<file path="src/rtl/pc_stack_10_pkg.sv">
// Shared constants and encodings for the 10-bit PC / return-address stack
// and the next-PC mux that feeds it.
package pc_stack_10_pkg;

  localparam int ADDR_W    = 10;
  localparam int RAS_DEPTH = 8;
  localparam int PTR_W     = 4;   // holds 0..RAS_DEPTH inclusive

  localparam logic [ADDR_W-1:0] PC_RESET = '0;

  // Select encodings of the 4:1 next-PC mux in front of this block.
  typedef enum logic [1:0] {
    NEXT_PC_PLUS1 = 2'd0,
    NEXT_BRANCH   = 2'd1,
    NEXT_JUMP     = 2'd2,
    NEXT_RETURN   = 2'd3
  } next_sel_e;

endpackage

</file>
<file path="src/rtl/pc_stack_10_if.sv">
// Control/mux-side bundle of the PC and return-address stack; the control
// unit and next-PC mux take the master side, pc_stack_10 the slave side.
interface pc_stack_10_if
  import pc_stack_10_pkg::*;
#(
  parameter int AW = ADDR_W,
  parameter int PW = PTR_W
);

  logic [AW-1:0] next_pc;
  logic          pc_write;
  logic          push;
  logic          pop;
  logic [AW-1:0] pc;
  logic [AW-1:0] pc_plus1;
  logic [AW-1:0] ra_top;
  logic [PW-1:0] stack_count;
  logic          stack_empty;
  logic          stack_full;
  logic          stack_err;

  modport master (
    output next_pc, pc_write, push, pop,
    input  pc, pc_plus1, ra_top, stack_count, stack_empty, stack_full, stack_err
  );

  modport slave (
    input  next_pc, pc_write, push, pop,
    output pc, pc_plus1, ra_top, stack_count, stack_empty, stack_full, stack_err
  );

endinterface

</file>
<file path="src/rtl/pc_stack_10_ras_lifo.sv">
// Return-address LIFO: storage array, pointer, full/empty and sticky error.
// A simultaneous push+pop replaces the top entry (tail call).
module ras_lifo
  import pc_stack_10_pkg::*;
#(
  parameter int AW    = ADDR_W,
  parameter int DEPTH = RAS_DEPTH,
  parameter int PW    = PTR_W
) (
  input  logic          clk,
  input  logic          reset,
  input  logic          push,
  input  logic          pop,
  input  logic [AW-1:0] push_data,
  output logic [AW-1:0] top_data,
  output logic [PW-1:0] count,
  output logic          empty,
  output logic          full,
  output logic          err
);

  localparam int IW = $clog2(DEPTH);

  logic [AW-1:0] mem_q [DEPTH];
  logic [PW-1:0] count_q, count_d;
  logic          err_q, err_d;
  logic          wr_en;
  logic [IW-1:0] wr_idx;
  logic [PW-1:0] count_m1;
  logic [IW-1:0] top_idx;

  assign empty    = (count_q == '0);
  assign full     = (count_q == PW'(DEPTH));
  assign count_m1 = count_q - PW'(1);
  assign top_idx  = count_m1[IW-1:0];

  always_comb begin
    // NOTE: every output of this block gets a default first, so no path
    // through the case can leave a value unassigned and infer a latch.
    count_d = count_q;
    err_d   = err_q;
    wr_en   = 1'b0;
    wr_idx  = count_q[IW-1:0];
    case ({push, pop})
      2'b10: begin
        if (full) begin
          err_d = 1'b1;
        end else begin
          wr_en   = 1'b1;
          count_d = count_q + PW'(1);
        end
      end
      2'b01: begin
        if (empty) err_d   = 1'b1;
        else       count_d = count_m1;
      end
      2'b11: begin
        wr_en = 1'b1;
        if (empty) count_d = PW'(1);    // nothing to replace: plain push
        else       wr_idx  = top_idx;
      end
      default: ;
    endcase
    // A reset cycle discards the push along with everything else.
    if (reset) wr_en = 1'b0;
  end

  always_ff @(posedge clk) begin
    // NOTE: sequential state uses non-blocking assignments so every flop
    // samples pre-edge values regardless of block ordering.
    if (reset) begin
      count_q <= '0;
      err_q   <= 1'b0;
    end else begin
      count_q <= count_d;
      err_q   <= err_d;
    end
  end

  // NOTE: the array is deliberately not reset; entries at or above the
  // pointer are never exposed, so stale contents are harmless.
  always_ff @(posedge clk) begin
    if (wr_en) mem_q[wr_idx] <= push_data;
  end

  assign top_data = empty ? '0 : mem_q[top_idx];
  assign count    = count_q;
  assign err      = err_q;

endmodule

</file>
<file path="src/rtl/pc_stack_10.sv">
// Architectural PC register plus hardware return-address stack. Returns
// PC+1 and the stack top combinationally to the next-PC mux.
module pc_stack_10
  import pc_stack_10_pkg::*;
#(
  parameter int AW    = ADDR_W,
  parameter int DEPTH = RAS_DEPTH,
  parameter int PW    = PTR_W
) (
  input  logic          clk,
  input  logic          reset,
  pc_stack_10_if.slave  bus
);

  logic [AW-1:0] pc_q, pc_d;
  logic [AW-1:0] pc_plus1;

  always_comb begin
    pc_d = pc_q;
    if (bus.pc_write) pc_d = bus.next_pc;
  end

  always_ff @(posedge clk) begin
    if (reset) pc_q <= AW'(PC_RESET);
    else       pc_q <= pc_d;
  end

  // Wraps modulo 2^AW; there is no carry-out.
  assign pc_plus1 = pc_q + AW'(1);

  ras_lifo #(
    .AW    (AW),
    .DEPTH (DEPTH),
    .PW    (PW)
  ) u_ras (
    .clk       (clk),
    .reset     (reset),
    .push      (bus.push),
    .pop       (bus.pop),
    .push_data (pc_plus1),
    .top_data  (bus.ra_top),
    .count     (bus.stack_count),
    .empty     (bus.stack_empty),
    .full      (bus.stack_full),
    .err       (bus.stack_err)
  );

  assign bus.pc       = pc_q;
  assign bus.pc_plus1 = pc_plus1;

endmodule
</file>
<file path="src/flat_wrapper.sv">
// flat-port wrapper written by rule: the top's interface ports become plain ports
module pc_stack_10_flat import pc_stack_10_pkg::*;
#(
  parameter int AW    = ADDR_W,
  parameter int DEPTH = RAS_DEPTH,
  parameter int PW    = PTR_W
)
  (clk, reset, bus_next_pc, bus_pc_write, bus_push, bus_pop, bus_pc, bus_pc_plus1, bus_ra_top, bus_stack_count, bus_stack_empty, bus_stack_full, bus_stack_err);
  pc_stack_10_if #(.AW(AW), .PW(PW)) bus_i ();
  input  logic clk;
  input  logic reset;
  input wire logic [$bits(bus_i.next_pc)-1:0] bus_next_pc;
  input wire logic [$bits(bus_i.pc_write)-1:0] bus_pc_write;
  input wire logic [$bits(bus_i.push)-1:0] bus_push;
  input wire logic [$bits(bus_i.pop)-1:0] bus_pop;
  output wire logic [$bits(bus_i.pc)-1:0] bus_pc;
  output wire logic [$bits(bus_i.pc_plus1)-1:0] bus_pc_plus1;
  output wire logic [$bits(bus_i.ra_top)-1:0] bus_ra_top;
  output wire logic [$bits(bus_i.stack_count)-1:0] bus_stack_count;
  output wire logic [$bits(bus_i.stack_empty)-1:0] bus_stack_empty;
  output wire logic [$bits(bus_i.stack_full)-1:0] bus_stack_full;
  output wire logic [$bits(bus_i.stack_err)-1:0] bus_stack_err;
  assign bus_i.next_pc = bus_next_pc;
  assign bus_i.pc_write = bus_pc_write;
  assign bus_i.push = bus_push;
  assign bus_i.pop = bus_pop;
  assign bus_pc = bus_i.pc;
  assign bus_pc_plus1 = bus_i.pc_plus1;
  assign bus_ra_top = bus_i.ra_top;
  assign bus_stack_count = bus_i.stack_count;
  assign bus_stack_empty = bus_i.stack_empty;
  assign bus_stack_full = bus_i.stack_full;
  assign bus_stack_err = bus_i.stack_err;
  pc_stack_10 #(.AW(AW), .DEPTH(DEPTH), .PW(PW)) u_core (.clk(clk), .reset(reset), .bus(bus_i));
endmodule
</file>
<file path="config.mk">
export PLATFORM = sky130hd
export DESIGN_NAME = pc_stack_10_flat
export DESIGN_NICKNAME = d
export VERILOG_FILES = /design/src/rtl/pc_stack_10_pkg.sv /design/src/rtl/pc_stack_10_if.sv /design/src/rtl/pc_stack_10_ras_lifo.sv /design/src/rtl/pc_stack_10.sv /design/src/flat_wrapper.sv
export SDC_FILE = /design/constraint.sdc
export NUM_CORES = 1
export LEC_CHECK = 0
export ABC_AREA = 1
export BUFFER_PORTS_ARGS = -buffer_cell sky130_fd_sc_hd__buf_2
export CAP_MARGIN = 20
export CORE_AREA = 2 2 146 105
export CTS_BUF_LIST = sky130_fd_sc_hd__clkbuf_16
export DETAILED_ROUTE_END_ITERATION = 6
export DIE_AREA = 0 0 148 107
export PLACE_DENSITY_LB_ADDON = 0.1
export SLEW_MARGIN = 20
export SYNTH_ARGS = -nofsm -noshare
export SYNTH_HDL_FRONTEND = slang
export SYNTH_SLANG_ARGS = --single-unit
</file>
<file path="constraint.sdc">
create_clock -name clk -period 2.3 [get_ports clk]
set_input_delay 0.46 -clock clk [delete_from_list [all_inputs] [get_ports clk]]
set_output_delay 0.46 -clock clk [all_outputs]
set_load 0.02 [all_outputs]
</file>
; Yosys cells after proc, flatten, opt, wreduce, memory -nomap -nowiden
; Memories as Yosys holds them, arrays and structs flattened.
; Cells that the tools add are included.
[totals]
ff_bits = 15
latch_bits = 0
ramBits = 80
romBits = 0
input_bits = 15
output_inout_bits = 37
wordCells = 36
memories = 1
[memory_table]
columns = memory, words, word_bits, read_ports, rd_clocked_by_memory_dff, wr, line_no
row1 = u_core.u_ras.mem_q, 8, 10, 1, 0, 1, pc_stack_10_ras_lifo.sv:24  ; logic [AW-1:0] mem_q [DEPTH];
[classes]
n_addsub = 3
multipliers = 0
div_mod_pow = 0
order_cmp = 0
n_eq_ne = 9
shifts = 0
n_mux = 15
bitwise = 0
n_reduce_logical = 5
[ops]
columns = cell, count
row1 = 2-to-1 mux 4 bit, 3
row2 = one-hot mux 4 bit (3 select lines), 1
row3 = adder 10 x 1 -> 10 bit (second input constant), 1
row4 = 2-to-1 mux 10 bit, 1
row5 = inequality test 2 bit (second input constant), 5
row6 = 2-to-1 mux 1 bit, 6
row7 = 2-to-1 mux 3 bit, 2
row8 = adder 4 x 1 -> 4 bit (second input constant), 1
row9 = == test 2 bit (second input constant), 2
row10 = == test 4 bit (second input constant), 1
row11 = logical NOT 4 bit, 1
row12 = one-hot mux 1 bit (2 select lines), 2
row13 = AND reduction 4 bit, 1
row14 = subtractor 4 x 1 -> 4 bit (second input constant), 1
row15 = AND reduction 3 bit, 1
row16 = nonzero test 3 bit, 1
row17 = == test 2 x 1 -> 1 bit (second input constant), 1
row18 = nonzero test 2 bit, 1

; Depth between registers and ports, before layout
[depth]
depth_word = 6
ltp_mapped = 12
depth_no_buf = 10

; Modules after synthesis
; Synthesis repeated with hierarchy kept, for this count alone.
[hier_totals]
hier_cells = 449
hier_area_um2 = 4307.9
[by_module_without_submodules]
columns = module, instances, cells_per_inst, area_per_inst_um2, seq_area_each_um2
row1 = ras_lifo, 1, 369, 3743.6, 2502.4
row2 = pc_stack_10, 1, 80, 564.3, 200.2

; Worst setup path after synthesis
; No wires, ideal clock.
[synth_path]
path_type = register to register
startpoint = register u_core.u_ras.count_q[0] (netlist: u_core.u_ras.count[0])
endpoint = memory u_core.u_ras.mem_q[2][0] in the netlist's numbering (enable)
setup_time_ps = 376
t_arrival_ps = 2198
required_time_ps = 1924
setup_slack_ps = -274
stages_incl_launch_ff = 11
n_path_buf = 3
synth_period_minus_slack_ps = 2574
cell_sequence = dfxtp_1 buf_2 inv_2 buf_2 ha_1 inv_1 buf_2 nand3_1 nand2_1 nand2_1 nor2_1
[synth_via]
elab_chain_len = 6
elab_cells_between_ends = 10
cone_classes = add/sub (1) / eq/ne (1) / mux (7) / reduce/logical (1)
[synth_lines]
columns = item, line_no
row1 = from (decl), pc_stack_10_ras_lifo.sv:25  ; logic [PW-1:0] count_q, count_d;
row2 = from (signal assigned), pc_stack_10_ras_lifo.sv:75  ; count_q <= count_d;
row3 = == test 4 bit, pc_stack_10_ras_lifo.sv:33  ; assign full = (count_q == PW'(DEPTH));
row4 = 2-to-1 mux 1 bit, pc_stack_10_ras_lifo.sv:46  ; if (full) begin
row5 = one-hot mux 1 bit (2 select lines), pc_stack_10_ras_lifo.sv:44  ; case ({push, pop})
row6 = 2-to-1 mux 1 bit, pc_stack_10_ras_lifo.sv:65  ; if (reset) wr_en = 1'b0;
row7 = 2-to-1 mux 1 bit, pc_stack_10_ras_lifo.sv:83  ; if (wr_en) mem_q[wr_idx] <= push_data;
row8 = 2-to-1 mux 1 bit (implied by the code), pc_stack_10_ras_lifo.sv:83
row9 = to (decl), pc_stack_10_ras_lifo.sv:24
; Several ways; a longest one is shown, not always the timed one.

; Worst setup path in the final report
[layout_path]
startpoint = register u_core.u_ras.count_q[0] (netlist: u_core.u_ras.count[0])
endpoint = output port bus_ra_top[7]
[layout_via]
elab_chain_len = 3
elab_cells_between_ends = 4
cone_classes = add/sub (1) / mux (1) / reduce/logical (1) / memory (1)
[layout_lines]
columns = item, line_no
row1 = subtractor 4 x 1 -> 4 bit, pc_stack_10_ras_lifo.sv:34  ; assign count_m1 = count_q - PW'(1);
row2 = memory read (8 x 10 bit), -
row3 = 2-to-1 mux 10 bit (*), pc_stack_10_ras_lifo.sv:86  ; assign top_data = empty ? '0 : mem_q[top_idx];
row4 = to (decl), flat_wrapper.sv:18  ; output wire logic [$bits(bus_i.ra_top)-1:0] bus_ra_top;
; Every way passes the cells marked *; elsewhere a longest branch is shown, timed or not.

==> metrics.cfg <==
[worst_setup_path]
crit_path_end=bus_ra_top[7]
timing.rr.end=u_core.u_ras.mem_q[5][1]$_DFFE_PP_
worstPathMaxFanout=21
critPathLaunchType=register
startpoint=u_core.u_ras.count[0]$_SDFFE_PP0P_
cp-end-kind=primary output
critPathRequiredTime_ps=1840
arrival_ps=1870
r2r_cells=9
r2r_setup_slack_ps=350
r2r-start=u_core.u_ras.count[0]$_SDFFE_PP0P_
path_class=register to primary output

[yosys]
ys_types=29
netlist_area_um2=4250
synth-seq-cells=95
yosys-top-cells-area=edfxtp_1, nor2_1, dfxtp_1
synthCells=439
post-synth-top-area-cell=edfxtp_1
yosysMostFrequentCell=nor2_1
synth_common_cells=nor2_1, edfxtp_1, nand2_1
syn_nets=457
synth_edf_count=80
ys_seq_area_share_pct=63.7
synth_top_area_share_pct=56.6
ys_warn_count=0
synth-async-reset-ratio_pct=0
synthFlopType=edfxtp_1
syn_avg_cell_area_um2=9.67

[die]
coreArea_um2=14400
die_h_um=107
io_pins=52
dieArea_um2=15800
initial_core_util_pct=29.4
fp.dieW_um=148
fp-row-count=37

[cts]
clockBufferDepth=2
hold_buffers=0
cts_max_level=3
clk_pin_slew_ps=70
root_buffer=clkbuf_16
cts_tree=built
clock_latency_ps=350
numCtsBuffers=9
cts_sinks=95

[timing]
min_period_ps=2330
setup_viol=3
setup_slack_ps=-29.6
period_share_pct=101
relSlewSlack_pct=62.6
whs_ps=333
rsz0062_at_grt=true
finalHoldViolations=0
worst_slew_pin_slew_ps=559
fmax_mhz=429
slew_viol_final=0
finClkSkew_ps=8.20

[route]
wl_um=11700
dr.first_iter.drc_count=204
via_per_inst=4.54
route.detailed.drc=0
routedWlPerCell_um=16.6
dr.pass1.iters=4
vias=3212
postRouteAntennaNets=0

[placed_design]
dp_slack_ps=109
gp_congestion=0.765
dp_hpwl_um=7860
placed_cells=691
portBuffers=51

[finish]
layout.nets=526
layout-drive-gt1-share_pct=31.8
area_growth_pct=30.7
antenna_cells=0
layout.cells.non_filler=708
final_util_pct=38.4

[global_route]
grt_pass1_wl_um=18400
grt_max_degree=46
grt_use_total_pct=15.6
overflow=0
grt_pass1_vias=3123
antenna_found_initial=0

[min_path]
hold_path_class=primary input to register

[power]
total_power_mw=5.95
clock_power_share_pct=27.2
peakVddDrop_mv=0.397
p_switching_mw=2.15
comb_power_share_pct=38.5
swShare_pct=36.2
seqPwrFrac_pct=34.3
leakage_nw=2.15
powerDensity_nw_per_um2=1070
power.internal_mw=3.79

[run_status]
outcome=complete, but fails checks
violations=setup timing

[flow_run]
drv_cap=0

## worst min-delay path by stage
stage                                  start                            end  slack (ps)  cells after the start
2_1_floorplan  u_core.u_ras.err$_SDFFE_PP0P_  u_core.u_ras.err$_SDFFE_PP0P_         520                      2
3_3_place_gp   u_core.u_ras.err$_SDFFE_PP0P_  u_core.u_ras.err$_SDFFE_PP0P_         430                      2
3_5_place_dp   u_core.u_ras.err$_SDFFE_PP0P_  u_core.u_ras.err$_SDFFE_PP0P_         440                      2
4_1_cts                                reset  u_core.u_ras.err$_SDFFE_PP0P_         320                      2
5_1_grt                                reset  u_core.u_ras.err$_SDFFE_PP0P_         330                      2
6_report                      bus_next_pc[6]  u_core.bus.pc[6]$_SDFFE_PP0P_         330                      3
## flip-flops by register name, summed over array words and instances (netlist names)
name and cells:
u_core.bus.pc 10, u_core.u_ras.mem_q 80, u_core.u_ras.err 1, u_core.u_ras.count 4
## layer usage
layer,global-route usage (%),wire length [um],up-vias
met5,0,0,-
met4,4.08,106,0
met3,3.49,492,10
met2,23.1,5070,60
met1,22.9,6060,1538
li1,-,-,1604
## what timing repair did
action                                 CTS  global route
setup endpoints to repair               13            14
endpoints found under the hold margin    0             0
gates resized for setup                 36            44
pin swaps                                4             9
buffers inserted                         1             0
## per-stage QoR
step | area (um2) | setup TNS [ps]
after floorplan | 4380 | 0
final | 5550 | -42.8
after detailed placement | 5020 | 0
after global routing | 5550 | -964
after CTS | 5450 | -714
after global placement | 5020 | 0
## cells in the final DEF (no fill, tap or decap), drive strengths merged
cell type,netlist,final
nor2,139,139
edfxtp,80,80
buf,12,76
nand2,67,67
o21ai,52,52
nand3,26,26
inv,20,22
dfxtp,15,15
clkbuf,6,9
a21oi,6,6
xnor2,3,3
xor2,3,3
ha,3,3
bufinv,0,2
clkinvlp,0,2
nor3,2,2
clkinv,1,2
nor3b,1,1
nand3b,1,1
o21bai,1,1
nand4,1,1
## critical path, stage by stage, from the launching register on
cell	delay [ps]
dfxtp_2	340
inv_2	60
ha_4	290
buf_12	180
nor2_1	60
o21ai_0	150
nand2_1	110
nor2_2	140
nor2_4	60
buf_6	120
## power groups by stage
stage / registers (mW) / logic, mW / clock network, mW
finish: 2.04 / 2.29 / 1.62
floorplan: 2.10 / 1.34 / 0
global route: 2.05 / 2.52 / 1.72
global placement: 2.07 / 2.01 / 0
CTS: 2.04 / 2.19 / 1.66
detailed placement: 2.07 / 2.00 / 0
## cell type report
class / count / area [um2]
clock buffer: 9 / 225
clock inverter: 7 / 96.3
fill: 1472 / 8890
inverter: 21 / 82.6
multi-input combinational: 305 / 1620
sequential: 95 / 2720
tap: 195 / 244
timing repair buffer: 76 / 571
## cells by family after synthesis
| logic type | Yosys count | synth area share, % |
|---|---|---|
| fa+ha+maj | 3 | 0.884 |
| compound gates | 59 | 7.37 |
| xor+xnor | 6 | 1.24 |
| flops | 95 | 63.7 |
| buf+inv | 39 | 4.01 |
| simple gates | 237 | 22.8 |
(Power assumes the default switching activity.)
